==> src/rtl/alu_op_sequencer_pkg.sv <==
// Shared definitions for the ALU operation sequencer: opcode values,
// {N,Z,C,V} flag bit positions, FSM state encoding and payload structs.
package alu_op_sequencer_pkg;

  localparam int unsigned OP_W    = 4;
  localparam int unsigned DATA_W  = 16;
  localparam int unsigned FLAG_W  = 4;
  localparam int unsigned TIMER_W = 8;

  // ALU selector codes; 4'b1111 has no operation and is forwarded as-is.
  localparam logic [OP_W-1:0] OP_ADD     = 4'b0000;
  localparam logic [OP_W-1:0] OP_SUB     = 4'b0001;
  localparam logic [OP_W-1:0] OP_MUL     = 4'b0010;
  localparam logic [OP_W-1:0] OP_DIV     = 4'b0011;
  localparam logic [OP_W-1:0] OP_AND     = 4'b0100;
  localparam logic [OP_W-1:0] OP_OR      = 4'b0101;
  localparam logic [OP_W-1:0] OP_XOR     = 4'b0110;
  localparam logic [OP_W-1:0] OP_NOT     = 4'b0111;
  localparam logic [OP_W-1:0] OP_SHL     = 4'b1000;
  localparam logic [OP_W-1:0] OP_SHR     = 4'b1001;
  localparam logic [OP_W-1:0] OP_ROL     = 4'b1010;
  localparam logic [OP_W-1:0] OP_ROR     = 4'b1011;
  localparam logic [OP_W-1:0] OP_CMP     = 4'b1100;
  localparam logic [OP_W-1:0] OP_MOV     = 4'b1101;
  localparam logic [OP_W-1:0] OP_TST     = 4'b1110;
  localparam logic [OP_W-1:0] OP_INVALID = 4'b1111;

  // Bit positions inside the 4-bit flag vector {N,Z,C,V}.
  localparam int unsigned FLAG_N = 3;
  localparam int unsigned FLAG_Z = 2;
  localparam int unsigned FLAG_C = 1;
  localparam int unsigned FLAG_V = 0;

  typedef enum logic [2:0] {
    ST_IDLE   = 3'd0,
    ST_SEND_A = 3'd1,
    ST_SEND_B = 3'd2,
    ST_WAIT   = 3'd3,
    ST_RESP   = 3'd4
  } seq_state_e;

  typedef struct packed {
    logic [OP_W-1:0]   op;
    logic [DATA_W-1:0] a;
    logic [DATA_W-1:0] b;
  } alu_req_t;

  typedef struct packed {
    logic [DATA_W-1:0] result;
    logic [FLAG_W-1:0] flags;
    logic              timeout;
  } alu_rsp_t;

endpackage

==> src/rtl/alu_op_sequencer_wait_timer.sv <==
// Wait-cycle counter for the sequencer.
// Ports: clk, rst (sync, active-high), clear_i (zero the count),
// enable_i (count one cycle), limit_i (abort threshold),
// expired_c_o (combinational: the next increment reaches limit_i).
module alu_wait_timer
  import alu_op_sequencer_pkg::*;
#(
  parameter int unsigned CNT_W = TIMER_W
) (
  input  logic             clk,
  input  logic             rst,
  input  logic             clear_i,
  input  logic             enable_i,
  input  logic [CNT_W-1:0] limit_i,
  output logic             expired_c_o
);

  logic [CNT_W-1:0] count_q;
  logic [CNT_W-1:0] count_d;

  // Clear has priority over counting.
  always_comb begin
    count_d = count_q;
    if (clear_i) begin
      count_d = '0;
    end else if (enable_i) begin
      count_d = count_q + CNT_W'(1);
    end
  end

  always_ff @(posedge clk) begin
    if (rst) begin
      count_q <= '0;
    end else begin
      count_q <= count_d;
    end
  end

  // Looks one increment ahead so the abort lands in the cycle the count hits the limit.
  assign expired_c_o = ((count_q + CNT_W'(1)) == limit_i);

endmodule

==> src/rtl/alu_op_sequencer.sv <==
// Sequences one request at a time onto a multi-cycle ALU: operand A with a
// start strobe, then operand B, waits for finish (or aborts after TIMEOUT
// wait cycles) and holds the captured result until downstream takes it.
// Ports: clk, rst (sync, active-high);
//   request  : req_valid/req_ready, req_op, req_a, req_b
//   ALU side : alu_start, alu_s, alu_inbus, alu_outbus, alu_finish, alu_flags
//   response : rsp_valid/rsp_ready, rsp_result, rsp_flags, rsp_timeout
module alu_op_sequencer
  import alu_op_sequencer_pkg::*;
#(
  parameter int unsigned TIMEOUT = 127
) (
  input  logic              clk,
  input  logic              rst,
  input  logic              req_valid,
  output logic              req_ready,
  input  logic [OP_W-1:0]   req_op,
  input  logic [DATA_W-1:0] req_a,
  input  logic [DATA_W-1:0] req_b,
  output logic              alu_start,
  output logic [OP_W-1:0]   alu_s,
  output logic [DATA_W-1:0] alu_inbus,
  input  logic [DATA_W-1:0] alu_outbus,
  input  logic              alu_finish,
  input  logic [FLAG_W-1:0] alu_flags,
  output logic              rsp_valid,
  input  logic              rsp_ready,
  output logic [DATA_W-1:0] rsp_result,
  output logic [FLAG_W-1:0] rsp_flags,
  output logic              rsp_timeout
);

  seq_state_e        state_q, state_d;
  alu_req_t          req_q, req_d;
  alu_rsp_t          rsp_q, rsp_d;
  logic              req_ready_q, req_ready_d;
  logic              alu_start_q, alu_start_d;
  logic [OP_W-1:0]   alu_s_q, alu_s_d;
  logic [DATA_W-1:0] alu_inbus_q, alu_inbus_d;
  logic              rsp_valid_q, rsp_valid_d;
  logic              tmr_clear;
  logic              tmr_enable;
  logic              tmr_expired;

  alu_wait_timer #(
    .CNT_W (TIMER_W)
  ) u_wait_timer (
    .clk         (clk),
    .rst         (rst),
    .clear_i     (tmr_clear),
    .enable_i    (tmr_enable),
    .limit_i     (TIMER_W'(TIMEOUT)),
    .expired_c_o (tmr_expired)
  );

  // Next state plus the output values for the state being entered, so every
  // output comes straight from a flop and lines up with the state it belongs to.
  always_comb begin
    state_d     = state_q;
    req_d       = req_q;
    rsp_d       = rsp_q;
    req_ready_d = 1'b0;
    alu_start_d = 1'b0;
    alu_s_d     = '0;
    alu_inbus_d = '0;
    rsp_valid_d = 1'b0;
    tmr_clear   = 1'b0;
    tmr_enable  = 1'b0;

    unique case (state_q)
      ST_IDLE: begin
        if (req_valid && req_ready_q) begin
          req_d       = '{op: req_op, a: req_a, b: req_b};
          state_d     = ST_SEND_A;
          alu_start_d = 1'b1;
          alu_s_d     = req_op;
          alu_inbus_d = req_a;
        end else begin
          req_ready_d = 1'b1;
        end
      end

      ST_SEND_A: begin
        state_d     = ST_SEND_B;
        alu_s_d     = req_q.op;
        alu_inbus_d = req_q.b;
      end

      ST_SEND_B: begin
        tmr_clear   = 1'b1;
        state_d     = ST_WAIT;
        alu_s_d     = req_q.op;
        alu_inbus_d = req_q.b;
      end

      ST_WAIT: begin
        alu_s_d     = req_q.op;
        alu_inbus_d = req_q.b;
        // Finish is checked first so it wins over a simultaneous expiry.
        if (alu_finish) begin
          rsp_d       = '{result: alu_outbus, flags: alu_flags, timeout: 1'b0};
          state_d     = ST_RESP;
          rsp_valid_d = 1'b1;
          alu_s_d     = '0;
          alu_inbus_d = '0;
        end else begin
          tmr_enable = 1'b1;
          if (tmr_expired) begin
            rsp_d       = '{result: '0, flags: '0, timeout: 1'b1};
            state_d     = ST_RESP;
            rsp_valid_d = 1'b1;
            alu_s_d     = '0;
            alu_inbus_d = '0;
          end
        end
      end

      ST_RESP: begin
        if (rsp_valid_q && rsp_ready) begin
          state_d     = ST_IDLE;
          req_ready_d = 1'b1;
        end else begin
          rsp_valid_d = 1'b1;
        end
      end

      default: begin
        state_d     = ST_IDLE;
        req_ready_d = 1'b1;
      end
    endcase
  end

  always_ff @(posedge clk) begin
    if (rst) begin
      state_q     <= ST_IDLE;
      req_q       <= '0;
      rsp_q       <= '0;
      req_ready_q <= 1'b1;
      alu_start_q <= 1'b0;
      alu_s_q     <= '0;
      alu_inbus_q <= '0;
      rsp_valid_q <= 1'b0;
    end else begin
      state_q     <= state_d;
      req_q       <= req_d;
      rsp_q       <= rsp_d;
      req_ready_q <= req_ready_d;
      alu_start_q <= alu_start_d;
      alu_s_q     <= alu_s_d;
      alu_inbus_q <= alu_inbus_d;
      rsp_valid_q <= rsp_valid_d;
    end
  end

  assign req_ready   = req_ready_q;
  assign alu_start   = alu_start_q;
  assign alu_s       = alu_s_q;
  assign alu_inbus   = alu_inbus_q;
  assign rsp_valid   = rsp_valid_q;
  assign rsp_result  = rsp_q.result;
  assign rsp_flags   = rsp_q.flags;
  assign rsp_timeout = rsp_q.timeout;

endmodule

==> config.mk <==
export PLATFORM = sky130hd
export DESIGN_NAME = alu_op_sequencer
export DESIGN_NICKNAME = d
export VERILOG_FILES = /design/src/rtl/alu_op_sequencer_pkg.sv /design/src/rtl/alu_op_sequencer_wait_timer.sv /design/src/rtl/alu_op_sequencer.sv
export SDC_FILE = /design/constraint.sdc
export NUM_CORES = 1
export LEC_CHECK = 0
export CAP_MARGIN = 5
export CORE_MARGIN = 2
export CORE_UTILIZATION = 30
export CTS_BUF_LIST = sky130_fd_sc_hd__clkbuf_8 sky130_fd_sc_hd__clkbuf_16
export DETAILED_ROUTE_END_ITERATION = 8
export DONT_BUFFER_PORTS = 1
export PLACE_DENSITY = 0.44
export SETUP_SLACK_MARGIN = 0.1
export SLEW_MARGIN = 20
export SYNTH_ARGS = -nofsm -noshare
export SYNTH_HDL_FRONTEND = slang
export SYNTH_SLANG_ARGS = --single-unit
==> constraint.sdc <==
create_clock -name clk -period 3 [get_ports clk]
set_input_delay 0 -clock clk [delete_from_list [all_inputs] [get_ports clk]]
set_output_delay 0 -clock clk [all_outputs]
set_load 0.02 [all_outputs]
=== Yosys cells after proc, flatten, opt, wreduce, memory -nomap -nowiden ===
Index checks and enable logic that the tools add are counted.

* Add/subtract/negate cells: 1
* Mux-type cells: 26
* Reductions and logical operators: 11
* Bitwise logic cells: 1
* Equality and inequality tests: 8

{| class="wikitable"
|+ Operators with widths
! kind !! number
|-
| $mux W16 || 3
|-
| $pmux W16 S3 || 1
|-
| $mux W21 || 2
|-
| $pmux W3 S5 || 1
|-
| $mux W3 || 4
|-
| $mux W4 || 3
|-
| $pmux W4 S3 || 1
|-
| $mux W1 || 9
|-
| $add A8 B1 Y8 const B || 1
|-
| $eq A8 B7 Y1 const B || 1
|-
| $eq A3 B2 Y1 const B || 2
|-
| $reduce_or A2 Y1 || 3
|-
| $ne A2 B2 Y1 const B || 2
|-
| $reduce_and A2 Y1 || 2
|-
| $eq A3 B1 Y1 const B || 1
|-
| $eq A3 B3 Y1 const B || 1
|-
| $logic_not A3 Y1 || 1
|-
| $ne A3 B3 Y1 const B || 1
|-
| $pmux W1 S3 || 1
|-
| $reduce_and A3 Y1 || 1
|-
| $reduce_or A3 Y1 || 1
|-
| $logic_and A1 B1 Y1 || 2
|-
| $pmux W1 S2 || 1
|-
| $reduce_bool A2 Y1 || 1
|-
| $not A1 Y1 || 1
|}

* Output and inout port bits: 44
* Register bits after elaboration: 75
* Input bits: 61
* Word-level logic and storage cells: 59

=== Depth between registers and ports, before layout ===
Gate-level depths: netlist of run 1.

* Depth after elaboration: 5
* Gate-level depth with buffers: 7

=== Hierarchy ===
From an unflattened synthesis of run 1, not the netlist that was laid out.

* Cell total of the unflattened synthesis: 295
* Area total of the unflattened synthesis: 2965.3 sq um

{| class="wikitable"
|+ Modules (own cells, without submodules)
! module !! instances !! area each (sq um) !! cells an instance
|-
| alu_op_sequencer || 1 || 2359.8 || 221
|-
| alu_wait_timer || 1 || 605.6 || 74
|}

=== Least setup slack after synthesis of run 1 ===
OpenSTA, ideal clock, no wires.

* Kind: register to register
* Start point: register u_wait_timer.count_q[0]
* End point: register rsp_q, in the netlist rsp_flags[0]
* Setup time: 121 ps
* Arrival time: 1581 ps
* Period minus slack after synthesis: 1702 ps
* Data required time: 2879 ps
* Path slack: 1298 ps
* Stages on the path, launching flop included: 8
* Buffers on the path: 1
* Path through: dfxtp_1 -> ha_1 -> nor2b_1 -> o21ai_0 -> a211o_1 -> o211ai_4 -> buf_6 -> o21ai_2

* Longest elaborated chain between the ends: 4

{| class="wikitable"
|+ RTL lines
! what !! RTL line !! RTL
|-
| start, declared || alu_op_sequencer_wait_timer.sv:18 || <nowiki>logic [CNT_W-1:0] count_q;</nowiki>
|-
| start signal, assigned || alu_op_sequencer_wait_timer.sv:35 || <nowiki>count_q <= count_d;</nowiki>
|-
| $add A8 B1 Y8 || alu_op_sequencer_wait_timer.sv:40 || <nowiki>assign expired_c_o = ((count_q + CNT_W'(1)) == limit_i);</nowiki>
|-
| $eq A8 B7 Y1 || alu_op_sequencer_wait_timer.sv:40 ||
|-
| $reduce_bool A2 Y1 (no line) || n/a ||
|-
| $reduce_and A2 Y1 (no line) || n/a ||
|-
| end signal, assigned || alu_op_sequencer.sv:147 || <nowiki>rsp_q <= rsp_d;</nowiki>
|-
| end, declared || alu_op_sequencer.sv:35 || <nowiki>alu_rsp_t rsp_q, rsp_d;</nowiki>
|}

No other way between the ends.
A chain may end at the register's enable or synchronous reset.

=== Worst setup path after layout of run 1 ===
* Start point: register req_ready_q, in the netlist req_ready
* End point: register req_q[12] in the netlist's numbering

* Longest elaborated chain between the ends: 2

{| class="wikitable"
|+ RTL lines
! what !! RTL line !! RTL
|-
| start, declared || alu_op_sequencer.sv:36 || <nowiki>logic req_ready_q, req_ready_d;</nowiki>
|-
| start signal, assigned || alu_op_sequencer.sv:148 || <nowiki>req_ready_q <= req_ready_d;</nowiki>
|-
| $logic_and A1 B1 Y1 || alu_op_sequencer.sv:72 || <nowiki>if (req_valid && req_ready_q) begin</nowiki>
|-
| $reduce_and A2 Y1 (no line) || n/a ||
|-
| end signal, assigned || alu_op_sequencer.sv:146 || <nowiki>req_q <= req_d;</nowiki>
|-
| end, declared || alu_op_sequencer.sv:34 || <nowiki>alu_req_t req_q, req_d;</nowiki>
|}

No other way between the ends.

==> results.py, run 1 <==
metrics = {
    "yosys": {
        "synth_area_leaders": "dfxtp_1 (49%), a22oi_1 (9.7%), nand2_1 (8.3%)",
        "synthCells": 358,
        "seq_area_frac_synth_pct": 48.62,
        "synth_cell_types": 35,
        "synth.area.mux_share_pct": 0,
        "syn_nets": 421,
        "synthTopCellsByCount": "dfxtp_1 (75), nand2_1 (68), a22oi_1 (40)",
        "yosysTopAreaCellShare_pct": 48.62,
        "synth_flop_cell": "dfxtp_1",
        "yosysWarnings": 0,
        "synth_edf_count": 0,
        "async_flop_share_pct": 0,
        "yosys.area_share.simple_pct": 15.28,
        "syn_area_um2": 3088,
        "ys_ff_latch": 75,
        "synth-xor-area-share_pct": 2.269,
        "synthAdderAreaFrac_pct": 0.8104,
        "synth_top_family_by_area": "compound AO/OA/AOI/OAI gates",
        "synth_top_cell_by_area": "dfxtp_1",
        "synth_area_per_cell_um2": 8.626,
        "synth_most_common_cell": "dfxtp_1",
        "synth_compound_gate_area_share_pct": 26.22,
    },
    "cts": {
        "cts_made_buffers": 9,
        "cts_num_sinks": 75,
        "clk_latency_ps": 350,
        "cts.repair.resized": 0,
        "htree_levels": 3,
        "tritoncts": "yes",
        "cts_root_buf": "clkbuf_8",
        "clk_path_buf_depth": 2,
        "clkSlewWorstSetupHoldPaths_ps": 80,
    },
    "grt": {
        "grt_max_degree": 28,
        "grt_pass1_vias": 2563,
        "grt_usage_pct": 14.85,
        "antenna_found_initial": 0,
        "grt_pass1_wl_um": 12920,
        "grt_overflow": 0,
    },
    "die": {
        "ios": 105,
        "rows": 37,
        "die_w_um": 105.5,
        "dieArea_um2": 11120,
        "initial_core_util_pct": 30.46,
        "die_h_um": 105.5,
        "core_um2": 10140,
    },
    "worst_setup_path": {
        "critPathKind": "reg -> reg",
        "cp_cell_sequence": "nand2_1 -> or4_1 -> nand2_1 -> a21oi_1 -> dlygate4sd3_1",
        "cp.arrival_ps": 2670,
        "cpPeakStageDelay_ps": 820,
        "crit_top_cell": "nand2_1",
        "slowest_stage": "or4_1",
        "r2r_setup_slack_ps": 560,
        "startpoint_type": "register",
        "cp.required_ps": 3240,
        "crit_path_end_kind": "register",
        "cp_max_fo": 20,
    },
    "status": {
        "status": "finished clean",
    },
    "detailed_routing": {
        "firstDrtPassIters": 4,
        "vias_per_cell": 4.821,
        "wl_per_cell_um": 14.44,
        "drt_first_iter_violations": 157,
        "drc": 0,
        "drt-total-wl_um": 8002,
        "ant_nets": 0,
        "vias": 2671,
    },
    "pwr": {
        "cellLeakagePower_uw": 0.001403,
        "irDropWorstVdd_mv": 0.2993,
        "cellPowerDensity_nw_per_um2": 614.6,
    },
    "sta": {
        "worst_slew_pin_slew_ps": 791.4,
        "hold_violations": 0,
        "period_needed_ps": 2438,
        "fmax_mhz": 410.3,
        "setup_viol": 0,
        "rsz0062_at_grt": "no",
        "maxSlewViolCount": 0,
        "finalCritPeriodShare_pct": 81.25,
        "skew_ps": 9.562,
        "relSlewSlack_pct": 47.07,
        "final.setup.tns_ps": 0,
    },
    "final_layout": {
        "final_util_pct": 39.81,
        "diodes": 0,
        "fill_cells": 992,
        "syn_to_final_growth_pct": 30.71,
        "drive_gt1_share_pct": 13.16,
        "nets": 476,
        "ff_latch_area_um2": 1501,
        "multiInputGateArea_um2": 1410,
    },
    "flow_run": {
        "cap_viol_max_count": 0,
    },
    "placed_design": {
        "hpwlAfterDp_um": 5165,
        "gp_congestion": 0.7844,
        "io_buffers": 0,
    },
    "worst_hold_path": {
        "hold_class": "in -> reg",
    },
}
## cells by family after synthesis
group           after synthesis
flops                        75
buf+inv                      50
fa+ha+maj                     2
simple gates                105
compound gates              118
xor+xnor                      8
## cells in the final DEF, fill, tap and decap left out, drive strengths merged
cell	n
a211o	1
a211oi	2
a21boi	1
a21oi	24
a22o	1
a22oi	40
and3	2
and3b	1
buf	10
bufinv	1
clkbuf	11
clkinv	3
dfxtp	75
dlygate4sd3	58
ha	2
inv	27
nand2	68
nand2b	3
nand3	2
nand3b	2
nand4	4
nor2	13
nor2b	2
nor3	4
nor4	1
nor4b	1
o211ai	3
o21ai	44
o31a	2
or4	2
xnor2	3
xor2	5
## final timing paths
| kind | from | endpoint | cells past startpoint |
|---|---|---|---|
| max | req_ready | req_q[12] | 5 |
| min | rst | rsp_result[3] | 3 |
| max reg2reg | req_ready | req_q[12] | 5 |
| min reg2reg | req_q[35] | req_q[35] | 2 |
## layer usage
layer / track usage [%] / wire [µm]
met1: 18.20 / 3687
met2: 22.86 / 3554
met3: 5.751 / 620
met4: 6.952 / 140
met5: 0 / 0
## power by group
part / switching (µW) / total [µW] / internal (µW)
logic: 237 / 418 / 181
registers: 158 / 1260 / 1110
clock network: 374 / 800 / 425
total: 769 / 2480 / 1710
## repair_timing
item	in CTS	in global routing
setup buffers	0	0
hold buffers	59	0
hold endpoints to repair	71	0
## sequential cells by signal, summed over array words and instances (netlist names)
| register | flops |
|---|---|
| rsp_result | 16 |
| state_q | 3 |
| alu_start | 1 |
| req_ready | 1 |
| req_q | 20 |
| rsp_flags | 4 |
| rsp_timeout | 1 |
| alu_inbus | 16 |
| rsp_valid | 1 |
| alu_s | 4 |
| u_wait_timer.count_q | 8 |
## stage by stage
stage	setup WS [ps]	instance area [µm²]	hold WS, ps	cells	power (µW)
after floorplan	1298	3088	136.0	358	1527
after global placement	883.6	3241	72.61	479	1634
after detailed placement	904.7	3247	75.16	479	1638
after CTS	530.3	4041	53.23	554	2519
after global routing	400.7	4036	64.61	554	2628
final	562.5	4036	70.86	554	2481
## critical path, delay by kind of cell (launching register included)
kind	cells	cell delay, ps
compound gates	1	80
simple gates	3	1220
buf+inv	1	590
flops	1	440
## final cells by class
| cell class | instances | share of cell area, % |
|---|---|---|
| well taps | 136 | 4.216 |
| clock inverters | 5 | 1.302 |
| flip-flops and latches | 75 | 37.20 |
| repair buffers | 68 | 16.18 |
| multi-input cells | 233 | 34.93 |
| inverters | 26 | 2.418 |
| clock buffers | 11 | 3.751 |
(Power assumes the default switching activity.)
==> inputs of run 2 (changes only) <==
ABC_AREA = 1   (was not set)
PLACE_DENSITY = 0.45   (was 0.44)
clock period = 2.1 ns   (was 3 ns; I/O delays follow)
==> run 2 against run 1 <==
  * Clock power grew 46%
  * Sequential cell count is the same
  * Clock skew grew 0.85 ps
  * Area after synthesis shrank 6.9%
  * Largest power group unchanged
  * Wire length shrank 8.0%
  * Synthesized cell count grew 4.2%
  * Global-route usage shrank 0.13 points
  * Clock-buffer cell count shrank 1
  * Setup slack lost 210 ps
  * Maximum frequency grew 39%
  * Via count shrank 1.1%
  * Die area shrank 6.6%
==> results.py, run 2 <==
metrics = {
    "yosys": {
        "synth_area_per_cell_um2": 7.708,
        "synth_edf_count": 0,
        "synth_area_leaders": "dfxtp_1 (52%), nand2_1 (13%), a21oi_1 (8.9%)",
        "yosysTopAreaCellShare_pct": 52.22,
        "syn_nets": 436,
        "seq_area_frac_synth_pct": 52.22,
        "synth_top_cell_by_area": "dfxtp_1",
        "async_flop_share_pct": 0,
        "synthCells": 373,
        "yosysWarnings": 0,
        "synth_cell_types": 22,
        "syn_area_um2": 2875,
        "ys_ff_latch": 75,
        "synth_flop_cell": "dfxtp_1",
        "synth_most_common_cell": "nand2_1",
        "synthTopCellsByCount": "nand2_1 (96), dfxtp_1 (75), a21oi_1 (51)",
    },
    "detailed_routing": {
        "vias": 2642,
        "drt-total-wl_um": 7361,
        "wl_per_cell_um": 12.85,
        "drt_first_iter_violations": 118,
        "drc": 0,
        "vias_per_cell": 4.611,
        "ant_nets": 0,
        "firstDrtPassIters": 4,
    },
    "sta": {
        "hold_violations": 0,
        "worst_slew_pin_slew_ps": 698.5,
        "fmax_mhz": 572.3,
        "rsz0062_at_grt": "no",
        "final.setup.tns_ps": 0,
        "skew_ps": 10.41,
        "relSlewSlack_pct": 53.38,
        "whs_ps": 74.93,
        "finalCritPeriodShare_pct": 83.21,
        "setup_viol": 0,
        "maxSlewViolCount": 0,
        "period_needed_ps": 1747,
    },
    "worst_setup_path": {
        "cp_max_fo": 21,
        "crit_path_end_kind": "register",
        "r2r_setup_slack_ps": 350,
        "cp.arrival_ps": 2020,
        "startpoint_type": "register",
        "cp.required_ps": 2380,
        "critPathKind": "reg -> reg",
    },
    "worst_hold_path": {
        "hold_class": "in -> reg",
    },
    "grt": {
        "grt_usage_pct": 14.72,
        "grt_pass1_vias": 2594,
        "grt_max_degree": 51,
        "grt_overflow": 0,
        "grt_pass1_wl_um": 11990,
        "antenna_found_initial": 0,
    },
    "pwr": {
        "combPwrFrac_pct": 17.6,
        "seqPwrFrac_pct": 49.4,
        "p_switching_uw": 1127,
        "irDropWorstVdd_mv": 0.3310,
        "p_int_uw": 2424,
        "finalPower_uw": 3551,
        "cellPowerDensity_nw_per_um2": 906.3,
        "p_clk_share_pct": 33.1,
        "cellLeakagePower_uw": 0.001456,
        "swShare_pct": 31.74,
    },
    "final_layout": {
        "fill_cells": 950,
        "top_register": "req_q",
        "drive_gt1_share_pct": 7.883,
        "diodes": 0,
        "stdcell_count": 573,
        "final_common_cell": "nand2_1",
        "final_cell_area_um2": 3919,
        "largest_reg_flops": 20,
        "final_cell_mix": "nand2_1 (96), dfxtp_1 (73), dlygate4sd3_1 (72)",
        "syn_to_final_growth_pct": 36.29,
        "nets": 502,
    },
    "cts": {
        "htree_levels": 3,
        "clk_path_buf_depth": 2,
        "cts_root_buf": "clkbuf_8",
        "clk_latency_ps": 350,
        "cts_made_buffers": 9,
        "cts_num_sinks": 75,
        "tritoncts": "yes",
        "clkSlewWorstSetupHoldPaths_ps": 90,
    },
    "placed_design": {
        "io_buffers": 0,
        "placed_cell_area_um2": 2949,
        "dp_cells": 484,
        "gp_congestion": 0.7800,
        "hpwlAfterDp_um": 4276,
    },
    "die": {
        "rows": 35,
        "initial_core_util_pct": 30.97,
        "die_h_um": 101.9,
        "core_um2": 9284,
        "ios": 105,
        "die_w_um": 101.9,
        "dieArea_um2": 10380,
    },
    "flow_run": {
        "cap_viol_max_count": 0,
    },
    "status": {
        "status": "finished clean",
    },
}
run 2: path summary, 6_finish.rpt:
kind / startpoint / endpoint / cells after the start
setup / recovery: state_q[0] / rsp_result[2] / 6
hold / removal: alu_finish / u_wait_timer.count_q[3] / 3
setup reg to reg: state_q[0] / rsp_result[2] / 6
hold reg to reg: req_q[14] / alu_inbus[14] / 2
run 2: worst max-delay path: stages (launching register included):
cell	delay (ps)
dfxtp_1	380
nand2_1	100
nor2_2	100
buf_4	280
nand3_1	110
dlygate4sd3_1	570
a21oi_1	130
run 2: cell families after synthesis:
kind of cell / Yosys count / share of synthesized area [%]
adder cells (fa/ha/maj): 2 / 0.8702
buffers and inverters: 41 / 6.571
AO/OA/AOI/OAI: 77 / 14.10
AND/OR/NAND/NOR: 178 / 26.24
flip-flops: 75 / 52.22
run 2: per-layer routing:
layer	share of wire, %	vias to the layer above	GRT usage, %
li1	-	1344	-
met1	46	1221	17.75
met2	47	68	24.19
met3	5.6	9	4.651
met4	1.4	0	6.359
met5	0	-	0
run 2: stage by stage:
step	setup WS, ps	utilization (%)
finish	352.6	42.21
global route	147.4	42.21
CTS	139.1	42.01
detailed placement	149.7	31.77
global placement	191.2	31.77
floorplan	484.3	-
run 2: cell type report:
cell class | instances | area, µm² | area share [%]
Timing Repair Buffer | 77 | 770.7 | 19.67
Sequential cell | 75 | 1504 | 38.38
Tap cell | 129 | 161.4 | 4.119
Multi-Input combinational cell | 257 | 1201 | 30.65
Clock inverter | 6 | 72.57 | 1.852
Inverter | 19 | 71.32 | 1.820
Clock buffer | 10 | 137.6 | 3.512
run 2: what timing repair did:
item                       4_1_cts  5_1_grt
setup endpoints to repair        0       42
hold endpoints to repair        70        0
hold buffers                    73        0
gates resized for setup          0        5
buffers inserted                 0        0
run 2: power groups by stage:
stage | combinational [µW] | sequential, µW | clock [µW]
2_1_floorplan | 431 | 1770 | 0
3_3_place_gp | 481 | 1790 | 0
3_5_place_dp | 485 | 1780 | 0
4_1_cts | 610 | 1750 | 1220
5_1_grt | 709 | 1770 | 1280
6_report | 624 | 1750 | 1170
==> inputs of run 3 (changes only) <==
ABC_AREA = 0   (was 1)
clock period = 1.6 ns   (was 2.1 ns; I/O delays follow)
==> run 3 against run 2 <==
  * The flow now finishes with violations (hold timing, setup timing)
  * Non-clock buffer count grew 5
  * Utilization shrank 0.60 points
  * Worst hold slack lost 370 ps
  * Clock skew grew 0.52 ps
  * Critical path depth grew 1
  * Die area grew 7.1%
  * Sequential share of layout area shrank 2.4 points
  * Total power grew 34%
  * Global-route usage grew 0.071 points
  * Final cell count shrank 1.0%
  * Clock-buffer cell count grew 1
==> results.py, run 3 (same netlist as run 1, synthesis figures left out) <==
metrics = {
    "status": {
        "status": "finished with violations",
        "failed_checks": "hold timing, setup timing",
    },
    "grt": {
        "use_met2_pct": 23.23,
        "grt_max_degree": 30,
        "grt_usage_pct": 14.79,
        "antenna_found_initial": 0,
        "grt-busiest-layer": "met2",
        "gr-usage-met3_pct": 4.515,
        "grt_overflow": 0,
        "grt_pass1_vias": 2518,
        "grt_pass1_wl_um": 12830,
        "use_met1_pct": 18.86,
    },
    "worst_setup_path": {
        "slowest_stage": "dfxtp_4",
        "r2r_start": "u_wait_timer.count_q[1]",
        "cpPeakStageDelay_ps": 370,
        "critPathKind": "reg -> reg",
        "cp.required_ps": 1830,
        "cp.arrival_ps": 1920,
        "r2r-end": "rsp_result[12]",
        "r2r_setup_slack_ps": -80,
        "cp_max_fo": 20,
        "startpoint_type": "register",
        "crit_path_end_kind": "register",
        "reg2reg_depth": 7,
        "cp_cell_sequence": "ha_4 -> nor2b_1 -> o21ai_1 -> a211o_2 -> o211ai_4 -> buf_12 -> o21ai_2",
    },
    "final_layout": {
        "final_cell_area_um2": 4219,
        "fill_cells": 1011,
        "nets": 490,
        "diodes": 0,
        "stdcell_count": 567,
        "final_common_cell": "dfxtp_1",
        "drive_gt1_share_pct": 24.59,
        "syn_to_final_growth_pct": 36.63,
        "top_register": "req_q",
        "final_cell_mix": "dfxtp_1 (69), nand2_1 (67), dlygate4sd3_1 (42)",
        "largest_reg_flops": 20,
    },
    "cts": {
        "htree_levels": 3,
        "cts_num_sinks": 75,
        "clkSlewWorstSetupHoldPaths_ps": 90,
        "cts_made_buffers": 9,
        "cts_root_buf": "clkbuf_8",
        "tritoncts": "yes",
        "hold_buffers": 42,
        "clk_latency_ps": 350,
        "clk_path_buf_depth": 2,
    },
    "worst_hold_path": {
        "hold_depth": 1,
        "min_to": "req_q[34]",
        "hold_class": "in -> reg",
        "hold_start": "rst",
    },
    "placed_design": {
        "io_buffers": 0,
        "placed_cell_area_um2": 3498,
        "dp_cells": 506,
        "gp_congestion": 0.7989,
        "hpwlAfterDp_um": 5444,
    },
    "pwr": {
        "cellPowerDensity_nw_per_um2": 1130,
        "p_int_uw": 3315,
        "irDropWorstVdd_mv": 0.4099,
        "combPwrFrac_pct": 18.4,
        "cellLeakagePower_uw": 0.001526,
        "finalPower_uw": 4767,
        "p_clk_share_pct": 32.6,
        "p_switching_uw": 1453,
        "seqPwrFrac_pct": 48.9,
        "swShare_pct": 30.47,
    },
    "sta": {
        "worst_slew_pin_slew_ps": 365.1,
        "skew_ps": 10.93,
        "whs_ps": -297.9,
        "finalWorstSetupSlack_ps": -84.46,
        "fmax_mhz": 593.7,
        "maxSlewViolCount": 0,
        "finalCritPeriodShare_pct": 105.3,
        "relSlewSlack_pct": 75.53,
        "hold_violations": 25,
        "period_needed_ps": 1684,
        "rsz0062_at_grt": "yes",
        "setup_viol": 42,
    },
    "detailed_routing": {
        "drc": 0,
        "vias_per_cell": 4.725,
        "firstDrtPassIters": 4,
        "vias": 2679,
        "drt-total-wl_um": 8197,
        "drt_first_iter_violations": 107,
        "wl_per_cell_um": 14.46,
        "ant_nets": 0,
    },
    "die": {
        "die_h_um": 105.5,
        "dieArea_um2": 11120,
        "rows": 37,
        "initial_core_util_pct": 30.46,
        "core_um2": 10140,
        "die_w_um": 105.5,
        "ios": 105,
    },
    "flow_run": {
        "cap_viol_max_count": 0,
    },
}
run 3: changes by cell type in the layout (fill, tap and decap cells not counted), sizes merged, moves of 3 or more:
cell and change:
nor2 -32, nand2b +3, nand2 -33, dlygate4sd3 -30
a21oi -27, inv +6, nor3 +3, buf +35
nand3 -27, a22oi +40, xnor2 +3, xor2 +5
o21ai +26
run 3: final cells by class:
class	count	area, µm²	share of cell area (%)
clock buffer	11	162.7	3.855
clock inverter	4	46.29	1.097
inverter	26	97.59	2.313
multi-input combinational	233	1465	34.73
sequential	75	1516	35.94
tap	136	170.2	4.033
timing repair buffer	82	760.7	18.03
run 3: how the worst max path moves through the flow:
stage	cells past startpoint	slack, ps	to	start
after floorplan	6	20	rsp_flags[0]	u_wait_timer.count_q[3]
after global placement	7	-80	rsp_flags[0]	u_wait_timer.count_q[0]
after detailed placement	7	-90	rsp_result[4]	u_wait_timer.count_q[1]
after CTS	7	-80	rsp_result[4]	u_wait_timer.count_q[1]
after global routing	7	-170	rsp_result[12]	u_wait_timer.count_q[0]
final	7	-80	rsp_result[12]	u_wait_timer.count_q[1]
run 3: per-stage QoR:
step	setup TNS, ps	util [%]	setup WS, ps
final	-2213	41.61	-84.46
after floorplan	0	-	18.38
after detailed placement	-1842	34.51	-89.69
after global placement	-1702	34.51	-77.02
after CTS	-2154	41.22	-83.13
after global routing	-5885	41.61	-171.1
run 3: power by group through the flow:
stage	Clock, µW	Combinational (µW)	Sequential, µW
finish	1560	879	2330
global route	1700	982	2360
CTS	1610	883	2330
detailed placement	0	773	2380
global placement	0	766	2370
floorplan	0	530	2340
run 3: metal layers:
layer	wire (µm)	vias up	share of wire [%]
met1	3812	1235	47
met3	447	7	5.5
met4	109	0	1.3
met5	0	-	0
met2	3827	73	47
li1	-	1364	-
run 3: repair_timing:
item | in CTS | in global routing
resized for setup | 10 | 10
pin swaps | 4 | 2
setup endpoints to repair | 60 | 47
setup buffers | 2 | 1
endpoints found under the hold margin | 70 | 27
gates cloned | 1 | 0
run 3: critical path, delay by kind of cell, from the launching register on:
| kind | cells | cell delay, ps |
|---|---|---|
| simple gates | 1 | 100 |
| flops | 1 | 370 |
| fa+ha+maj | 1 | 170 |
| compound gates | 4 | 710 |
| buf+inv | 1 | 210 |
